## src/rtl/waveform_pkg.sv

```systemverilog
// Shared definitions for the waveform generation / measurement path.
package waveform_pkg;

  typedef enum logic [1:0] {
    SEEK_LOW  = 2'd0,
    SEEK_HIGH = 2'd1,
    RUN_LOW   = 2'd2,
    RUN_HIGH  = 2'd3
  } meter_state_t;

  localparam int unsigned SAMPLE_W_DEFAULT = 10;
  localparam int unsigned MID = 1 << (SAMPLE_W_DEFAULT - 1);

  localparam int unsigned AVG_DEPTH = 4;
  localparam int unsigned AVG_LOG2  = 2;

  // Midscale of an offset-binary sample of the given width.
  function automatic int unsigned mid_of(input int unsigned sample_w);
    return 32'd1 << (sample_w - 1);
  endfunction

endpackage

```

## src/rtl/period_avg4.sv

```systemverilog
// Running mean of the last AVG_DEPTH measured periods; valid only once the
// window is full after a flush.
module period_avg4
  import waveform_pkg::*;
#(
  parameter int unsigned PERIOD_W = 16
) (
  input  logic                clock,
  input  logic                reset,
  input  logic                flush,
  input  logic                strobe,
  input  logic [PERIOD_W-1:0] period,
  output logic [PERIOD_W-1:0] avg,
  output logic                avg_valid,
  output logic                primed_c
);

  localparam int unsigned SUM_W  = PERIOD_W + AVG_LOG2;
  localparam int unsigned FILL_W = AVG_LOG2 + 1;
  localparam int unsigned HIST_N = AVG_DEPTH - 1;

  logic [PERIOD_W-1:0] hist_q [HIST_N];
  logic [FILL_W-1:0]   fill_q;
  logic [SUM_W-1:0]    sum_c;

  // Window sum including the incoming period.
  always_comb begin
    sum_c = SUM_W'(period);
    for (int i = 0; i < int'(HIST_N); i++) begin
      sum_c = sum_c + SUM_W'(hist_q[i]);
    end
  end

  assign primed_c = (fill_q >= FILL_W'(HIST_N));

  always_ff @(posedge clock) begin
    if (!reset) begin
      avg       <= '0;
      avg_valid <= 1'b0;
      fill_q    <= '0;
      for (int i = 0; i < int'(HIST_N); i++) hist_q[i] <= '0;
    end else if (flush) begin
      avg_valid <= 1'b0;
      fill_q    <= '0;
      for (int i = 0; i < int'(HIST_N); i++) hist_q[i] <= '0;
    end else begin
      avg_valid <= 1'b0;
      if (strobe) begin
        hist_q[0] <= period;
        for (int i = 1; i < int'(HIST_N); i++) hist_q[i] <= hist_q[i-1];
        if (fill_q != FILL_W'(AVG_DEPTH)) fill_q <= fill_q + FILL_W'(1);
        if (primed_c) begin
          avg       <= PERIOD_W'(sum_c >> AVG_LOG2);
          avg_valid <= 1'b1;
        end
      end
    end
  end

endmodule

```

## src/rtl/waveform_period_meter.sv

```systemverilog
// Measures waveform period as valid samples between rising midscale crossings.
// Define PERIOD_METER_AVG_EN to report the mean of the last four periods.
module waveform_period_meter
  import waveform_pkg::*;
#(
  parameter int unsigned SAMPLE_W   = 10,
  parameter int unsigned PERIOD_W   = 16,
  parameter int unsigned HYST       = 16,
  parameter int unsigned MAX_PERIOD = 4095
) (
  input  logic                clock,
  input  logic                reset,
  input  logic                clear,
  input  logic [SAMPLE_W-1:0] sample_in,
  input  logic                sample_valid,
  output logic [PERIOD_W-1:0] period_out,
  output logic                period_valid,
  output logic                locked,
  output logic                timeout
);

  localparam int unsigned MID_V = mid_of(SAMPLE_W);
  localparam logic [SAMPLE_W-1:0] LO = SAMPLE_W'(MID_V - HYST);
  localparam logic [SAMPLE_W-1:0] HI = SAMPLE_W'(MID_V + HYST);
  localparam logic [PERIOD_W-1:0] CNT_MAX = PERIOD_W'(MAX_PERIOD);

  meter_state_t        state_q, state_d;
  logic [PERIOD_W-1:0] cnt_q, cnt_d;
  logic                locked_q, locked_d;
  logic                timeout_q, timeout_d;
  logic                is_low_c, is_high_c, accept_c, running_c;
  logic                first_c, crossing_c, expire_c, lock_set_c;

  assign is_low_c   = (sample_in <= LO);
  assign is_high_c  = (sample_in >= HI);
  assign accept_c   = sample_valid & ~clear;
  assign running_c  = (state_q == RUN_LOW) || (state_q == RUN_HIGH);
  assign first_c    = accept_c & (state_q == SEEK_HIGH) & is_high_c;
  assign crossing_c = accept_c & (state_q == RUN_HIGH) & is_high_c;
  assign expire_c   = accept_c & running_c & ~crossing_c & (cnt_q == CNT_MAX);

  always_ff @(posedge clock) begin
    if (!reset) state_q <= SEEK_LOW;
    else        state_q <= state_d;
  end

  always_comb begin
    state_d = state_q;
    if (clear || expire_c) begin
      state_d = SEEK_LOW;
    end else if (sample_valid) begin
      case (state_q)
        SEEK_LOW:  if (is_low_c)  state_d = SEEK_HIGH;
        SEEK_HIGH: if (is_high_c) state_d = RUN_LOW;
        RUN_LOW:   if (is_low_c)  state_d = RUN_HIGH;
        RUN_HIGH:  if (is_high_c) state_d = RUN_LOW;
        default:                  state_d = SEEK_LOW;
      endcase
    end
  end

  // Counter, lock and timeout next values; a crossing restarts the count at 1.
  always_comb begin
    cnt_d     = cnt_q;
    locked_d  = locked_q;
    timeout_d = expire_c;
    if (clear) begin
      cnt_d    = '0;
      locked_d = 1'b0;
    end else if (first_c || crossing_c) begin
      cnt_d = PERIOD_W'(1);
      if (lock_set_c) locked_d = 1'b1;
    end else if (expire_c) begin
      cnt_d    = '0;
      locked_d = 1'b0;
    end else if (accept_c && running_c) begin
      cnt_d = cnt_q + PERIOD_W'(1);
    end
  end

  always_ff @(posedge clock) begin
    if (!reset) begin
      cnt_q     <= '0;
      locked_q  <= 1'b0;
      timeout_q <= 1'b0;
    end else begin
      cnt_q     <= cnt_d;
      locked_q  <= locked_d;
      timeout_q <= timeout_d;
    end
  end

  assign locked  = locked_q;
  assign timeout = timeout_q;

`ifdef PERIOD_METER_AVG_EN
  logic primed_c;

  period_avg4 #(.PERIOD_W(PERIOD_W)) u_avg (
    .clock     (clock),
    .reset     (reset),
    .flush     (clear | expire_c),
    .strobe    (crossing_c),
    .period    (cnt_q),
    .avg       (period_out),
    .avg_valid (period_valid),
    .primed_c  (primed_c)
  );

  assign lock_set_c = crossing_c & primed_c;
`else
  logic [PERIOD_W-1:0] period_q;
  logic                period_valid_q;

  always_ff @(posedge clock) begin
    if (!reset) begin
      period_q       <= '0;
      period_valid_q <= 1'b0;
    end else begin
      period_valid_q <= crossing_c;
      if (crossing_c) period_q <= cnt_q;
    end
  end

  assign lock_set_c   = crossing_c;
  assign period_out   = period_q;
  assign period_valid = period_valid_q;
`endif

endmodule

```

## config.mk

```make
export PLATFORM = sky130hd
export DESIGN_NAME = waveform_period_meter
export DESIGN_NICKNAME = d
export VERILOG_FILES = /design/src/rtl/waveform_pkg.sv /design/src/rtl/period_avg4.sv /design/src/rtl/waveform_period_meter.sv
export SDC_FILE = /design/constraint.sdc
export NUM_CORES = 1
export LEC_CHECK = 0
export ABC_AREA = 1
export BUFFER_PORTS_ARGS = -buffer_cell sky130_fd_sc_hd__buf_2
export CORE_ASPECT_RATIO = 1.1
export CORE_UTILIZATION = 45
export DETAILED_ROUTE_END_ITERATION = 16
export PLACE_DENSITY = 0.64
export SLEW_MARGIN = 10
export SYNTH_ARGS = -nofsm -noshare
export SYNTH_HDL_FRONTEND = slang
export SYNTH_SLANG_ARGS = --single-unit
```

## constraint.sdc

```tcl
create_clock -name clock -period 2.45 [get_ports clock]
set_clock_uncertainty 0.1 [all_clocks]
set_input_delay 0.3675 -clock clock [delete_from_list [all_inputs] [get_ports clock]]
set_output_delay 0.3675 -clock clock [all_outputs]
set_load 0.005 [all_outputs]
```

* Yosys cells after proc, flatten, opt, wreduce, memory -nomap -nowiden
Cells that the tools add are included.
** Cells by class
- Add/sub/neg operators :: 1
- Order comparisons :: 2
- Divide/modulo/power cells :: 0
- Mux-type cells :: 10
- Multipliers :: 0
- Shift operators :: 0
- Bitwise logic cells :: 11
- Reductions and logical operators :: 13
- Equality and inequality tests :: 8
** Operators with widths (count)
- 16-bit by 1-bit adder with 16-bit output, second input constant :: 1
- 16-bit by 12-bit == test with 1-bit output, second input constant :: 1
- 10-bit >= comparator, second input constant :: 1
- 10-bit by 9-bit less-or-equal comparator with 1-bit output, second input constant :: 1
- 1-bit AND :: 8
- 1-bit 2-to-1 mux :: 6
- 2-bit 2-to-1 mux :: 3
- 2-bit inequality test, second input constant :: 3
- 2-bit case mux with 3 select lines :: 1
- 2-bit OR reduction :: 3
- 2-bit == test, second input constant :: 2
- 4-bit AND reduction :: 1
- 4-bit OR reduction :: 1
- 1-bit logical OR :: 3
- 1-bit inverter :: 3
- 3-bit nonzero test :: 1
- 2-bit by 1-bit == test with 1-bit output, second input constant :: 1
- 2-bit zero test :: 1
- 2-bit by 1-bit inequality test with 1-bit output, second input constant :: 1
- 2-bit AND reduction :: 1
- 2-bit nonzero test :: 1
- 1-bit logical AND :: 1
** Storage, ports and cells
- ROM bits :: 0
- Memory bits (writable) :: 0
- Latch bits :: 0
- Memories :: 0
- Bits in registers :: 37
- Word-level logic and storage cells :: 52
- Output and inout bits :: 19

* Longest topological paths before layout
Gate-level depths: netlist of the first run.
- Depth in word-level cells :: 9
- Gate-level depth with buffers :: 9
- Depth with buffers taken out :: 8

* Least setup slack after synthesis of the first run
Ideal clock, no wire load.
- Kind :: register -> register
- Start point :: register cnt_q[0]
- End point :: register state_q[0]
- Stages on the path, launching flop included :: 10
- Clock period less this slack :: 1538 ps
- Data arrival time :: 1322 ps
- Setup slack :: 912 ps
- Required time :: 2234 ps
- Cell sequence :: dfxtp_1 > ha_1 > nand3_2 > nor2_4 > nand2_4 > nor2_4 > nand2_2 > nand3_4 > buf_12 > nor2_2
** Between the ends
- Longest elaborated chain between the ends :: 4
** RTL lines
- from (decl) :: RTL line waveform_period_meter.sv:28 : logic [PERIOD_W-1:0] cnt_q, cnt_d;
- from (signal assigned) :: RTL line waveform_period_meter.sv:87 : cnt_q <= cnt_d;
- 16-bit by 12-bit == test with 1-bit output :: RTL line waveform_period_meter.sv:40 : assign expire_c = accept_c & running_c & ~crossing_c & (cnt_q == CNT_MAX);
- 1-bit AND :: RTL line waveform_period_meter.sv:40
- 1-bit logical OR :: RTL line waveform_period_meter.sv:49 : if (clear || expire_c) begin
- 2-bit OR reduction (no source line)
- to (signal assigned) :: RTL line waveform_period_meter.sv:44 : else state_q <= state_d;
- to (decl) :: RTL line waveform_period_meter.sv:27 : meter_state_t state_q, state_d;
No other way between the ends.
A chain may end at the register's enable or synchronous reset.

* Final worst setup path of the first run
- Start point :: register state_q[1]
- End point :: register state_q[1]
** Between the ends
- Longest elaborated chain between the ends :: 8
- Elaborated cells on any way between the ends :: 19
** RTL lines
- 2-bit == test :: RTL line waveform_period_meter.sv:37, waveform_period_meter.sv:39, waveform_period_meter.sv:52
- 1-bit AND (2 in series) :: RTL line waveform_period_meter.sv:39 : assign crossing_c = accept_c & (state_q == RUN_HIGH) & is_high_c;
- 1-bit inverter :: RTL line waveform_period_meter.sv:40
- 1-bit AND (2 in series) :: RTL line waveform_period_meter.sv:40
- 1-bit logical OR :: RTL line waveform_period_meter.sv:49
- 2-bit OR reduction (no source line)
Several ways; a longest one is shown, not always the timed one.

==> reports/qor.txt, run 1 <==
1st-iter DRT viols = 89
Final Core Density = 0.543
CTS tree = yes
Synth cell types = 31
Initial Utilization = 0.472
Final Non-Filler Cells = 312
Async S/R FF share, synth = 0
TNS Setup = 0 ps
number of clock sinks = 37
# IOs = 33
hold buffers post-CTS = 0
Std-Cell Rows = 23
core box area = 3650 sq um
maximum VDD drop = 0.288 mV
Post-Synthesis Cell Area = 1720 sq um
setup violators final = 0
max cap viols = 0
Critical Path RT = 2570 ps
H-tree depth = 2
critical path peak fanout = 19
Mapped Nets = 243
number of flops mapped to enable cells by yosys = 0
Seq cells post-synth = 37
outcome = complete, no violations
WHS = 239 ps
fmax = 592 MHz
number of port buffers = 32
worst path arrival time = 1810 ps
met2 GRT Util = 0.287
Ant. Diodes = 0
Hold Violations, Final = 0
CP max stage delay = 350 ps
vias in the first global route = 1255
GPL Wtd Cong = 0.763
minimum clock period = 1690 ps
Total GRT Usage = 0.193
CTS max path bufs = 2
multi-input logic area = 856 sq um
RSZ-0062 raised after global routing = no
CTS buffer count = 5
initial antenna violation count = 0
Worst Hold Class = input pin to flip-flop
post-CTS setup buffer count = 0
gr busiest metal = met2
Slew @ Worst Pin = 439 ps
post-synthesis cell count = 228
post-synth top area share = 0.430
Vias = 1478
ys flop type = dfxtp_1
Die H = 66.9 um
CP max-delay cell = dfxtp_1
gr ovfl total = 0
Total Wirelength = 3.47 mm
met3 GRT Util = 0.0583
largest net degree at the start of global routing = 20
area leader, netlist = dfxtp_1
Placed Cells = 306
layout cell share with drive strength beyond 1 = 0.240
Pre-Repair DR Iteration Count = 4
Reg clk slew, reported paths = 70 ps
Gates resized, CTS repair = 0
per-cell routed wire length = 11.1 um
fill count = 388
DR vias/cell = 4.74
mean post-synth cell area = 7.56 sq um
CTS root buffer = clkbuf_8
met1 Use GR = 0.254
global-route wire length before repair = 5.69 mm
final net count = 278
CP Launch Type = flip-flop
Tcrit/Tclk final = 0.689
top cells by area, synth = dfxtp_1 (43%), nand2_1 (13%), nand3_1 (6.7%)
Pleak = 0.794 nW
Worst setup EP type = flip-flop
Post-DP HPWL = 2.55 mm
worst path cell trace = nand3_2, inv_2, nand3_4, nand3_1, nand2_1, a21oi_1
Post-route DRC = 0
die area = 4080 sq um
slew margin rel. = 0.707
Max Slew Vio Count = 0
Setup CP Type = flip-flop to flip-flop
insertion delay to the later sink of the worst-skew pair = 290 ps
Synth warnings = 0
Area Overhead vs Synth = 15.0%
die width = 61.0 um
antenna-violating nets left = 0
Power Density = 519 nW/um^2
register area = 741 sq um
Seq/Total Area, Yosys = 0.430
-- worst max-delay path, delay by kind of cell (launching register included) --
kind	cells	cell delay [ps]
AND/OR/NAND/NOR	4	770
flip-flops	1	350
buffers and inverters	1	290
AO/OA/AOI/OAI	1	130
-- cell families (layout without fill, tap and decap cells) --
| group | count (synthesis) | after routing | synth area share |
|---|---|---|---|
| flip-flops | 37 | 37 | 0.430 |
| AO/OA/AOI/OAI | 27 | 27 | 0.0806 |
| AND/OR/NAND/NOR | 129 | 129 | 0.368 |
| adder cells (fa/ha/maj) | 1 | 1 | 0.00726 |
| XOR/XNOR | 8 | 8 | 0.0406 |
| buffers and inverters | 26 | 60 | 0.0740 |
-- report_power, final --
| group | leakage, nW | total, mW | internal, mW | switching, mW |
|---|---|---|---|---|
| Sequential | 0.298 | 0.602 | 0.602 | 0.000425 |
| Combinational | 0.456 | 0.0368 | 0.0140 | 0.0228 |
| Clock | 0.0399 | 0.391 | 0.187 | 0.204 |
-- routing by layer --
layer	up-vias	wire [um]
met3	5	143
met2	26	1540
met1	648	1720
met5	-	0
met4	0	69
li1	799	-
-- cell usage in the layout (no fill, tap or decap), drive strengths merged --
cell type and n:
nand2 60, dfxtp 37, buf 34, nor2 34, nand3 27, a21oi 22
inv 19, xor2 6, clkbuf 5, o21ai 3, or2 3, nand4 3
xnor2 2, clkinv 2, nor3 1, nand3b 1, a21boi 1, a31oi 1
ha 1
-- sequential cells by signal, summed over array words and instances (netlist names) --
signal,cells
cnt_q,16
state_q,2
timeout,1
period_out,16
period_valid,1
locked,1
-- metrics by stage --
stage          instance area, sq um  worst slack, ps  power, mW
2_1_floorplan                  1720              912      0.639
3_3_place_gp                   1910              594      0.653
3_5_place_dp                   1910              560      0.654
4_1_cts                        1980              736       1.04
5_1_grt                        1980              583       1.07
6_report                       1980              761       1.03
-- area by class of cell --
cell class / count / share of cell area
Sequential cell: 37 / 0.374
Multi-Input combinational cell: 165 / 0.432
Tap cell: 50 / 0.0315
Inverter: 20 / 0.0379
Timing Repair Buffer: 34 / 0.0883
Clock inverter: 1 / 0.00252
Clock buffer: 5 / 0.0347
-- synthesized netlist by cell type (2+ instances only) --
cell	number
o21ai_0	3
nand3_1	23
xor2_1	6
nand4_1	2
inv_1	18
xnor2_1	2
a21oi_1	22
nand3_2	2
buf_2	2
nor2_4	2
nor2_1	20
nand2_1	58
nand3_4	2
or2_0	2
nor2_2	12
dfxtp_1	37
-- worst paths after layout --
path | cells past startpoint | slack, ps | start | endpoint
setup reg to reg | 6 | 760 | state_q[1]$_SDFFE_PP0P_ | state_q[1]$_SDFFE_PP0P_
hold reg to reg | 2 | 350 | locked$_SDFFE_PP0P_ | locked$_SDFFE_PP0P_
setup / recovery | 6 | 760 | state_q[1]$_SDFFE_PP0P_ | state_q[1]$_SDFFE_PP0P_
hold / removal | 3 | 240 | reset | period_out[0]$_SDFFE_PN0P_
No activity file was read; power rests on OpenSTA's default activity.
==> run 2, diff against run 1 <==
==> constraint.sdc (replaced) <==
create_clock -name clock -period 1.74 [get_ports clock]
set_clock_uncertainty 0.1 [all_clocks]
set_input_delay 0.261 -clock clock [delete_from_list [all_inputs] [get_ports clock]]
set_output_delay 0.261 -clock clock [all_outputs]
set_load 0.005 [all_outputs]
==> run 2 against run 1 <==
Against the previous run:
- via count grew 5.0%
- sequential share of layout area shrank 2.0 points
- die area is the same
- sequential power grew 41%
- largest cell class unchanged
- maximum frequency grew 6.8%
- final area grew 5.7%
- register-to-register slack lost 600 ps
- combinational power grew 51%
- worst setup slack lost 600 ps
==> reports/qor.txt, run 2 (synthesis results as in run 1) <==
Hold Violations, Final = 0 (unchanged)
insertion delay to the later sink of the worst-skew pair = 290 ps (about the same)
outcome = complete, no violations
layout cell share with drive strength beyond 1 = 0.268 (+0.0279)
global-route wire length before repair = 5.84 mm (+2.5%)
hold buffers post-CTS = 0 (unchanged)
number of port buffers = 32 (unchanged)
final net count = 286 (+2.9%)
number of clock sinks = 37 (unchanged)
Post-DP HPWL = 2.68 mm (+5.1%)
multi-input logic area = 873 sq um (+2.0%)
die area = 4080 sq um (unchanged)
Gates resized, CTS repair = 0 (unchanged)
CTS buffer count = 5 (unchanged)
Pleak = 0.853 nW (+7.5%)
# IOs = 33 (unchanged)
minimum clock period = 1580 ps (-108 ps)
TNS Setup = 0 ps (unchanged)
Area Overhead vs Synth = 21.6%
CP Launch Type = flip-flop
Vias = 1552 (+5.0%)
H-tree depth = 2 (unchanged)
Max Slew Vio Count = 0 (unchanged)
gr ovfl total = 0 (unchanged)
CP dominant cell by count = nor2_4
Setup CP Type = flip-flop to flip-flop
CTS max path bufs = 2 (unchanged)
Critical Path RT = 1820 ps (-750 ps)
most frequent cells in the layout = nand2_1 (58), dfxtp_1 (36), buf_2 (32)
r2r setup slk = 160 ps (-600 ps)
fill count = 387 (-0.26%)
per-cell routed wire length = 11.2 um (+0.30%)
vias in the first global route = 1323 (+5.4%)
Final Core Density = 0.574 (+0.0312)
Worst Path Buf+Inv = 0 (-1)
Total GRT Usage = 0.197 (+0.00399)
register area = 742 sq um (+0.17%)
CP max-delay cell = dfxtp_2
Reg clk slew, reported paths = 70 ps (about the same)
antenna-violating nets left = 0 (unchanged)
post-CTS setup buffer count = 0 (unchanged)
CTS root buffer = clkbuf_8
largest net degree at the start of global routing = 17 (-15%)
worst path arrival time = 1660 ps (-150 ps)
Power Density = 794 nW/um^2 (+53%)
core box area = 3650 sq um (unchanged)
1st-iter DRT viols = 57 (-36%)
maximum VDD drop = 0.432 mV (+50%)
max cap viols = 0 (unchanged)
setup violators final = 0 (unchanged)
Die H = 66.9 um (unchanged)
CP max stage delay = 370 ps (+20 ps)
Ant. Diodes = 0 (unchanged)
fmax = 633 MHz (+6.8%)
Initial Utilization = 0.472 (unchanged)
commonest non-fill, non-tap cell in the layout = nand2_1
slew margin rel. = 0.675 (-0.0322)
CTS tree = yes
Std-Cell Rows = 23 (unchanged)
RSZ-0062 raised after global routing = no
DR vias/cell = 4.82 (+1.7%)
worst path cell trace = ha_1, nand3_2, nor2_4, nand2_4, nor2_4, nand2_2, nand3_4, nor2_2
initial antenna violation count = 0 (unchanged)
Tcrit/Tclk final = 0.908 (+0.219)
die width = 61.0 um (unchanged)
Worst Hold Class = input pin to flip-flop
Post-route DRC = 0 (unchanged)
GPL Wtd Cong = 0.818 (+7.3%)
Pre-Repair DR Iteration Count = 4 (unchanged)
Setup WS post-layout = 159 ps (-602 ps)
Worst setup EP type = flip-flop
dpl ws = 83.1 ps (-477 ps)
Slew @ Worst Pin = 486 ps (+46.9 ps)
Total Wirelength = 3.60 mm (+3.5%)
Worst path top cell family by delay = simple AND/OR/NAND/NOR gates
critical path peak fanout = 8 (-11)
==> run 2: per-layer routing <==
metal,vias up,GRT usage,wire length (um)
met1,690,0.268,1790
li1,818,-,-
met4,0,0.0994,85
met3,7,0.0583,155
met2,37,0.277,1560
met5,-,0,0
==> run 2: final cells by class <==
| type | instances | area share |
|---|---|---|
| flip-flops and latches | 37 | 0.354 |
| multi-input cells | 166 | 0.416 |
| repair buffers | 41 | 0.109 |
| clock inverters | 1 | 0.0143 |
| clock buffers | 7 | 0.0412 |
| inverters | 20 | 0.0358 |
| well taps | 50 | 0.0298 |
==> run 2: final timing paths <==
kind / from / endpoint / cells past startpoint
worst max-delay path: cnt_q[0]$_SDFFE_PP0P_ / cnt_q[9]$_SDFFE_PP0P_ / 8
worst min-delay path: reset / period_out[0]$_SDFFE_PN0P_ / 3
worst max register to register: cnt_q[0]$_SDFFE_PP0P_ / cnt_q[9]$_SDFFE_PP0P_ / 8
worst min register to register: locked$_SDFFE_PP0P_ / locked$_SDFFE_PP0P_ / 2
==> run 2: power breakdown <==
| group | switching, mW | internal, mW | total [mW] |
|---|---|---|---|
| combinational | 0.0342 | 0.0213 | 0.0555 |
| clock | 0.294 | 0.467 | 0.761 |
| sequential | 0.000603 | 0.847 | 0.848 |
| total | 0.329 | 1.34 | 1.66 |
==> run 2: per-stage QoR <==
| stage | total power, mW | cell area, sq um | cells | hold slack [ps] |
|---|---|---|---|---|
| global placement | 0.920 | 1960 | 313 | 332 |
| floorplan | 0.900 | 1720 | 228 | 302 |
| finish | 1.66 | 2100 | 322 | 131 |
| detailed placement | 0.920 | 1960 | 313 | 339 |
| CTS | 1.68 | 2080 | 321 | 124 |
| global route | 1.74 | 2100 | 322 | 151 |
==> run 2: tightest hold or removal path: stages <==
cell	delay [ps]
buf_2	100
nand3_1	70
nand2_1	60
